===== src/rtl/cla_adder_pipe.sv =====
// cla_adder_pipe: parametrised, pipelined carry-lookahead adder/subtractor.
// Built from GROUP-bit lookahead blocks and a second-level group carry network.
// Operands enter through a valid/ready handshake and leave on a valid/ready
// handshake after STAGES register stages.
// Optional feature macro: CLA_STICKY_OVF_EN (sticky signed-overflow flag).
//
// Handshake: a transfer happens on a rising edge where valid && ready.
// The producer holds its payload stable while valid is high and ready is low.
// ready may depend on out_ready and the stage valids, never on in_valid.
module cla_adder_pipe #(
    parameter int WIDTH  = 8,
    parameter int GROUP  = 4,
    parameter int STAGES = 2
) (
    input  logic             clk,
    input  logic             rst_n,
    input  logic             in_valid,
    output logic             in_ready,
    input  logic [WIDTH-1:0] a,
    input  logic [WIDTH-1:0] b,
    input  logic             cin,
    input  logic             sub,
    output logic             out_valid,
    input  logic             out_ready,
    output logic [WIDTH-1:0] sum,
    output logic             cout,
    output logic             ovf,
    output logic             ovf_sticky,
    input  logic             ovf_clr
);

    localparam int NG = WIDTH / GROUP;

    // Group generate: G = g[n-1] | p[n-1]g[n-2] | ... | p[n-1]..p[1]g[0].
    function automatic logic [NG-1:0] grp_gen(input logic [WIDTH-1:0] p,
                                              input logic [WIDTH-1:0] g);
        logic [NG-1:0] r;
        logic          t;
        r = '0;
        for (int j = 0; j < NG; j++) begin
            for (int k = 0; k < GROUP; k++) begin
                t = g[j*GROUP+k];
                for (int m = k + 1; m < GROUP; m++) t = t & p[j*GROUP+m];
                r[j] = r[j] | t;
            end
        end
        return r;
    endfunction

    // Group propagate: AND of all bit propagates in the group.
    function automatic logic [NG-1:0] grp_prop(input logic [WIDTH-1:0] p);
        logic [NG-1:0] r;
        r = '0;
        for (int j = 0; j < NG; j++) r[j] = &p[j*GROUP +: GROUP];
        return r;
    endfunction

    // Second-level lookahead: carry into every group, plus the final carry out.
    function automatic logic [NG:0] grp_carry(input logic [NG-1:0] gg,
                                              input logic [NG-1:0] gp,
                                              input logic          c0);
        logic [NG:0] r;
        logic        t;
        logic        acc;
        r    = '0;
        r[0] = c0;
        for (int j = 1; j <= NG; j++) begin
            t = c0;
            for (int i = 0; i < j; i++) t = t & gp[i];
            acc = t;
            for (int i = 0; i < j; i++) begin
                t = gg[i];
                for (int m = i + 1; m < j; m++) t = t & gp[m];
                acc = acc | t;
            end
            r[j] = acc;
        end
        return r;
    endfunction

    // In-group lookahead from each group carry; bit WIDTH is the carry out.
    function automatic logic [WIDTH:0] bit_carry(input logic [WIDTH-1:0] p,
                                                 input logic [WIDTH-1:0] g,
                                                 input logic [NG:0]      gc);
        logic [WIDTH:0] r;
        logic           t;
        logic           acc;
        r        = '0;
        r[WIDTH] = gc[NG];
        for (int j = 0; j < NG; j++) begin
            r[j*GROUP] = gc[j];
            for (int k = 1; k < GROUP; k++) begin
                t = gc[j];
                for (int m = 0; m < k; m++) t = t & p[j*GROUP+m];
                acc = t;
                for (int m = 0; m < k; m++) begin
                    t = g[j*GROUP+m];
                    for (int q = m + 1; q < k; q++) t = t & p[j*GROUP+q];
                    acc = acc | t;
                end
                r[j*GROUP+k] = acc;
            end
        end
        return r;
    endfunction

    // Front-end operand conditioning (shared by every stage partitioning).
    logic [WIDTH-1:0] b_eff;
    logic             c0_in;
    logic [WIDTH-1:0] p_in;
    logic [WIDTH-1:0] g_in;

    assign b_eff = sub ? ~b : b;
    assign c0_in = sub ? 1'b1 : cin;
    assign p_in  = a ^ b_eff;
    assign g_in  = a & b_eff;

    // Pipeline control: a stage loads when it is empty or everything downstream moves.
    logic [STAGES-1:0] vld;
    logic [STAGES-1:0] load;

    for (genvar k = 0; k < STAGES; k++) begin : g_load
        assign load[k] = out_ready | ~(&vld[STAGES-1:k]);
    end

    assign in_ready  = load[0];
    assign out_valid = vld[STAGES-1];

    // Stage valid bits shift forward whenever the receiving stage loads.
    always_ff @(posedge clk or negedge rst_n) begin
        if (!rst_n) begin
            vld <= '0;
        end else begin
            if (load[0]) vld[0] <= in_valid;
            for (int k = 1; k < STAGES; k++) begin
                if (load[k]) vld[k] <= vld[k-1];
            end
        end
    end

    logic [WIDTH-1:0] sum_r;
    logic             cout_r;
    logic             ovf_r;

    if (STAGES == 1) begin : g_s1
        logic [NG:0]    gc;
        logic [WIDTH:0] cr;
        assign gc = grp_carry(grp_gen(p_in, g_in), grp_prop(p_in), c0_in);
        assign cr = bit_carry(p_in, g_in, gc);

        // Single stage: full add computed from the inputs, only the result registered.
        always_ff @(posedge clk or negedge rst_n) begin
            if (!rst_n) begin
                sum_r  <= '0;
                cout_r <= 1'b0;
                ovf_r  <= 1'b0;
            end else if (load[0]) begin
                sum_r  <= p_in ^ cr[WIDTH-1:0];
                cout_r <= cr[WIDTH];
                ovf_r  <= cr[WIDTH] ^ cr[WIDTH-1];
            end
        end
    end else begin : g_multi
        logic [WIDTH-1:0] s1_p;
        logic [WIDTH-1:0] s1_g;
        logic [NG-1:0]    s1_gg;
        logic [NG-1:0]    s1_gp;
        logic             s1_c0;
        logic             s1_amsb;

        // Stage 1: bit and group generate/propagate, MSB of a and carry-in.
        always_ff @(posedge clk or negedge rst_n) begin
            if (!rst_n) begin
                s1_p    <= '0;
                s1_g    <= '0;
                s1_gg   <= '0;
                s1_gp   <= '0;
                s1_c0   <= 1'b0;
                s1_amsb <= 1'b0;
            end else if (load[0]) begin
                s1_p    <= p_in;
                s1_g    <= g_in;
                s1_gg   <= grp_gen(p_in, g_in);
                s1_gp   <= grp_prop(p_in);
                s1_c0   <= c0_in;
                s1_amsb <= a[WIDTH-1];
            end
        end

        logic [WIDTH-1:0] f_p;
        logic [WIDTH-1:0] f_g;
        logic [NG:0]      f_gc;
        logic             f_amsb;

        if (STAGES == 3) begin : g_s3
            logic [WIDTH-1:0] s2_p;
            logic [WIDTH-1:0] s2_g;
            logic [NG:0]      s2_gc;
            logic             s2_amsb;

            // Stage 2: resolve and register the group carries.
            always_ff @(posedge clk or negedge rst_n) begin
                if (!rst_n) begin
                    s2_p    <= '0;
                    s2_g    <= '0;
                    s2_gc   <= '0;
                    s2_amsb <= 1'b0;
                end else if (load[1]) begin
                    s2_p    <= s1_p;
                    s2_g    <= s1_g;
                    s2_gc   <= grp_carry(s1_gg, s1_gp, s1_c0);
                    s2_amsb <= s1_amsb;
                end
            end

            assign f_p    = s2_p;
            assign f_g    = s2_g;
            assign f_gc   = s2_gc;
            assign f_amsb = s2_amsb;
        end else begin : g_s2
            assign f_p    = s1_p;
            assign f_g    = s1_g;
            assign f_gc   = grp_carry(s1_gg, s1_gp, s1_c0);
            assign f_amsb = s1_amsb;
        end

        logic [WIDTH:0]   f_cr;
        logic [WIDTH-1:0] f_sum;
        logic             f_bmsb;
        assign f_cr   = bit_carry(f_p, f_g, f_gc);
        assign f_sum  = f_p ^ f_cr[WIDTH-1:0];
        // b_eff MSB recovered from p and a; operands of equal sign giving a
        // result of the other sign is the same as carry-in(MSB) ^ carry-out.
        assign f_bmsb = f_p[WIDTH-1] ^ f_amsb;

        // Final stage: sum, carry out and signed overflow.
        always_ff @(posedge clk or negedge rst_n) begin
            if (!rst_n) begin
                sum_r  <= '0;
                cout_r <= 1'b0;
                ovf_r  <= 1'b0;
            end else if (load[STAGES-1]) begin
                sum_r  <= f_sum;
                cout_r <= f_cr[WIDTH];
                ovf_r  <= (f_amsb ~^ f_bmsb) & (f_sum[WIDTH-1] ^ f_amsb);
            end
        end
    end

    assign sum  = sum_r;
    assign cout = cout_r;
    assign ovf  = ovf_r;

`ifdef CLA_STICKY_OVF_EN
    logic sticky_r;

    // Sticky overflow: set by an emitted overflowing result, set beats clear.
    always_ff @(posedge clk or negedge rst_n) begin
        if (!rst_n) begin
            sticky_r <= 1'b0;
        end else if (out_valid && out_ready && ovf_r) begin
            sticky_r <= 1'b1;
        end else if (ovf_clr) begin
            sticky_r <= 1'b0;
        end
    end

    assign ovf_sticky = sticky_r;
`else
    logic unused_ovf_clr;
    assign unused_ovf_clr = ovf_clr;
    assign ovf_sticky     = 1'b0;
`endif

endmodule


===== config.mk =====
export PLATFORM = sky130hd
export DESIGN_NAME = cla_adder_pipe
export DESIGN_NICKNAME = d
export VERILOG_FILES = /design/src/rtl/cla_adder_pipe.sv
export SDC_FILE = /design/constraint.sdc
export NUM_CORES = 1
export LEC_CHECK = 0
export CAP_MARGIN = 20
export CORE_UTILIZATION = 45
export CTS_BUF_LIST = sky130_fd_sc_hd__clkbuf_4 sky130_fd_sc_hd__clkbuf_8
export CTS_CLUSTER_SIZE = 28
export DETAILED_ROUTE_END_ITERATION = 8
export GPL_TIMING_DRIVEN = 0
export PLACE_DENSITY_LB_ADDON = 0.15
export SLEW_MARGIN = 20
export SYNTH_ARGS = -nofsm -noshare
export SYNTH_HDL_FRONTEND = slang
export SYNTH_SLANG_ARGS = --single-unit

===== constraint.sdc =====
create_clock -name clk -period 2.1 [get_ports clk]
set_input_delay 0.42 -clock clk [delete_from_list [all_inputs] [get_ports clk]]
set_output_delay 0.42 -clock clk [all_outputs]
set_load 0.01 [all_outputs]

==> reports/qor.yml <==
htreeDepth: 2
synth_area_leader_cell: "dfrtp_1"
cts_tree: "done"
clock_path_buffers: 2
final_layout_size_suffix_gt1_share_pct: 10.73
intPower_mw: 1.193
p_clk_share_pct: 23.0
setup-violations-final: 0
num-fill-cells: 327
min_period_ns: 2.037
endpoint_kind: "output pin"
crit_arrival_ns: 1.62
synth_area_leaders: "dfrtp_1 (49%), nand2_1 (11%), ha_1 (7.7%)"
grt_pass1_wl_mm: 5.299
hp-class: "input port to async pin"
fmax_mhz: 490.9
cts_sinks: 32
synth.top_cell.area_share_pct: 49.08
grt_max_degree: 33
ys_seq_elements: 32
io_buffers: 32
routed_wl_mm: 3.085
slew_viol_final: 0
p_comb_share_pct: 29.5
io_pins: 36
cp_slowest_cell: "clkdlybuf4s50_1"
cts_setup_buffers: 0
p_sw_share_pct: 29.82
gp_congestion: 0.8403
p_switching_uw: 507.0
synth_edf_count: 0
crit_type: "input port to output pin"
worst-endpoint-required_ns: 1.68
synthToLayoutAreaGrowth_pct: 26.38
status: "complete, no violations"
rsz0062_at_grt: "no"
vias: 1266
power_density_nw_per_um2: 824.5
synth_area_um2: 1632
antenna_left: 0
layout.nets: 237
dp_cells: 244
crit_fanout: 19
synth_most_common_cell: "nand2_1"
clk_latency_ns: 0.34
die_y_um: 62.22
cts_root_buffer: "clkbuf_4"
power.leakage_nw: 0.9675
grt-ovfl-total: 0
slowest_delay_ns: 0.49
ys_warn_count: 0
core_um2: 3416
post_layout_nonfiller_instances: 251
worst_setup_path_start_kind: "input port"
wl_per_cell_um: 12.29
maxCapViolCount: 0
num_rows: 21
postCtsHoldBufs: 0
final_hold_viol_count: 0
synth-main-ff-cell: "dfrtp_1"
drt_iter0_drc: 37
firstDrtPassIters: 4
gr-usage-all-layers_pct: 17.92
dp_hpwl_mm: 2.438
fin_util_pct: 60.37
finClkSkew_ns: 0.002890
clk_pin_slew_ns: 0.09
ys_seq_area_share_pct: 49.08
peakVddDrop_mv: 0.3702
async_reset_ff_share_pct: 100.0
pwr-share-seq_pct: 47.5
synthCells: 166
grt_pass1_vias: 1219
die_w_um: 62.22
syn_area_per_cell_um2: 9.829
netlist_top_cells_count: "nand2_1 (48), dfrtp_1 (32), ha_1 (10)"
path_cells: "clkdlybuf4s50_1 > and3b_2 > inv_2 > buf_6 > clkdlybuf4s15_2"
syn_nets: 199
drc: 0
antenna_found_initial: 0
diodes: 0
worst_pin_slew_ns: 0.6859
avgViaCountPerCell: 5.044
cts-buffers-inserted: 5
fin_crit_sh_pct: 97.00
ys_types: 32
start_util_pct: 47.77
max_slew_margin_pct: 54.27
die-area_um2: 3871
flip-flops by register name (all words and copies together), names as in the netlist:
signal          count
cout                1
ovf                 1
sum                 8
g_multi.s1_gp       2
g_multi.s1_gg       2
vld                 2
g_multi.f_g         6
g_multi.s1_c0       1
g_multi.f_p         8
g_multi.f_amsb      1
power groups by stage:
stage | Combinational [mW] | Sequential, mW | Clock (mW)
6_report | 0.501 | 0.808 | 0.390
5_1_grt | 0.557 | 0.824 | 0.435
4_1_cts | 0.507 | 0.809 | 0.407
3_5_place_dp | 0.508 | 0.822 | 0
3_3_place_gp | 0.498 | 0.813 | 0
2_1_floorplan | 0.257 | 0.834 | 0
cell type report:
cell class	count	area [um^2]	area share (%)
buffer	8	62.56	3.034
tap	46	57.56	2.791
inverter	3	11.26	0.5461
multi-input combinational	122	747.0	36.23
sequential	32	800.8	38.83
clock buffer	8	66.31	3.216
timing repair buffer	32	316.6	15.35
placed cells by master, fill, tap and decap left out, types with 5 or more instances in the layout:
cell | Yosys | final
nand2_1 | 48 | 48
dfrtp_1 | 32 | 32
clkdlybuf4s50_1 | 0 | 30
ha_1 | 10 | 10
xor2_1 | 8 | 8
a21oi_1 | 7 | 7
clkbuf_4 | 0 | 7
o21ai_0 | 6 | 6
nand4_1 | 5 | 5
stage by stage:
stage               instance area, um^2  TNS [ns]  power (mW)  hold WS [ns]  worst slack, ns
floorplan                          1632         0       1.090        0.1244           0.5312
global placement                   2009   -0.3118       1.311        0.4349          -0.3118
detailed placement                 2004   -0.3119       1.331        0.4494          -0.3119
CTS                                2062         0       1.723        0.1351          0.05959
global route                       2062         0       1.816        0.1670          0.01570
finish                             2062         0       1.700        0.1139          0.06295
critical path, delay by kind of cell:
| kind | cells | cell delay, ns |
|---|---|---|
| and+or+nand+nor | 1 | 0.23 |
| buffers and inverters | 4 | 0.96 |
cells by family (layout without fill, tap and decap cells):
kind of cell | count (synthesis) | count (layout) | share of synthesized area, %
buf+inv | 12 | 51 | 5.213
compound gates | 32 | 32 | 13.34
simple gates | 68 | 68 | 18.10
xor+xnor | 8 | 8 | 4.295
flops | 32 | 32 | 49.08
fa+ha+maj | 10 | 10 | 7.669
mux | 3 | 3 | 2.070
other cells | 1 | 1 | 0.2298
worst paths after layout:
| check | start | slack [ns] | endpoint | cells past startpoint |
|---|---|---|---|---|
| worst max-delay path | out_ready | 0.06 | in_ready | 5 |
| worst min-delay path | rst_n | 0.11 | cout$_DFFE_PN0P_ | 1 |
| worst max register to register | g_multi.s1_c0$_DFFE_PN0P_ | 0.53 | sum[7]$_DFFE_PN0P_ | 5 |
| worst min register to register | vld[0]$_DFFE_PN0P_ | 0.47 | vld[1]$_DFFE_PN0P_ | 1 |
| max in group asynchronous | rst_n | 1.55 | g_multi.s1_gp[1]$_DFFE_PN0P_ | 1 |
| min in group clk | vld[0]$_DFFE_PN0P_ | 0.47 | vld[1]$_DFFE_PN0P_ | 1 |
what timing repair did:
| item | CTS | global route |
|---|---|---|
| resized for setup | 4 | 0 |
| setup endpoints to repair | 1 | 0 |
| hold endpoints to repair | 0 | 0 |
per-layer routing:
metal	track usage [%]	share of wire (%)
met2	29.53	47
met4	7.849	1.8
met5	0	0
met3	5.515	4.1
met1	21.55	47
No activity file was read; power rests on OpenSTA's default activity.
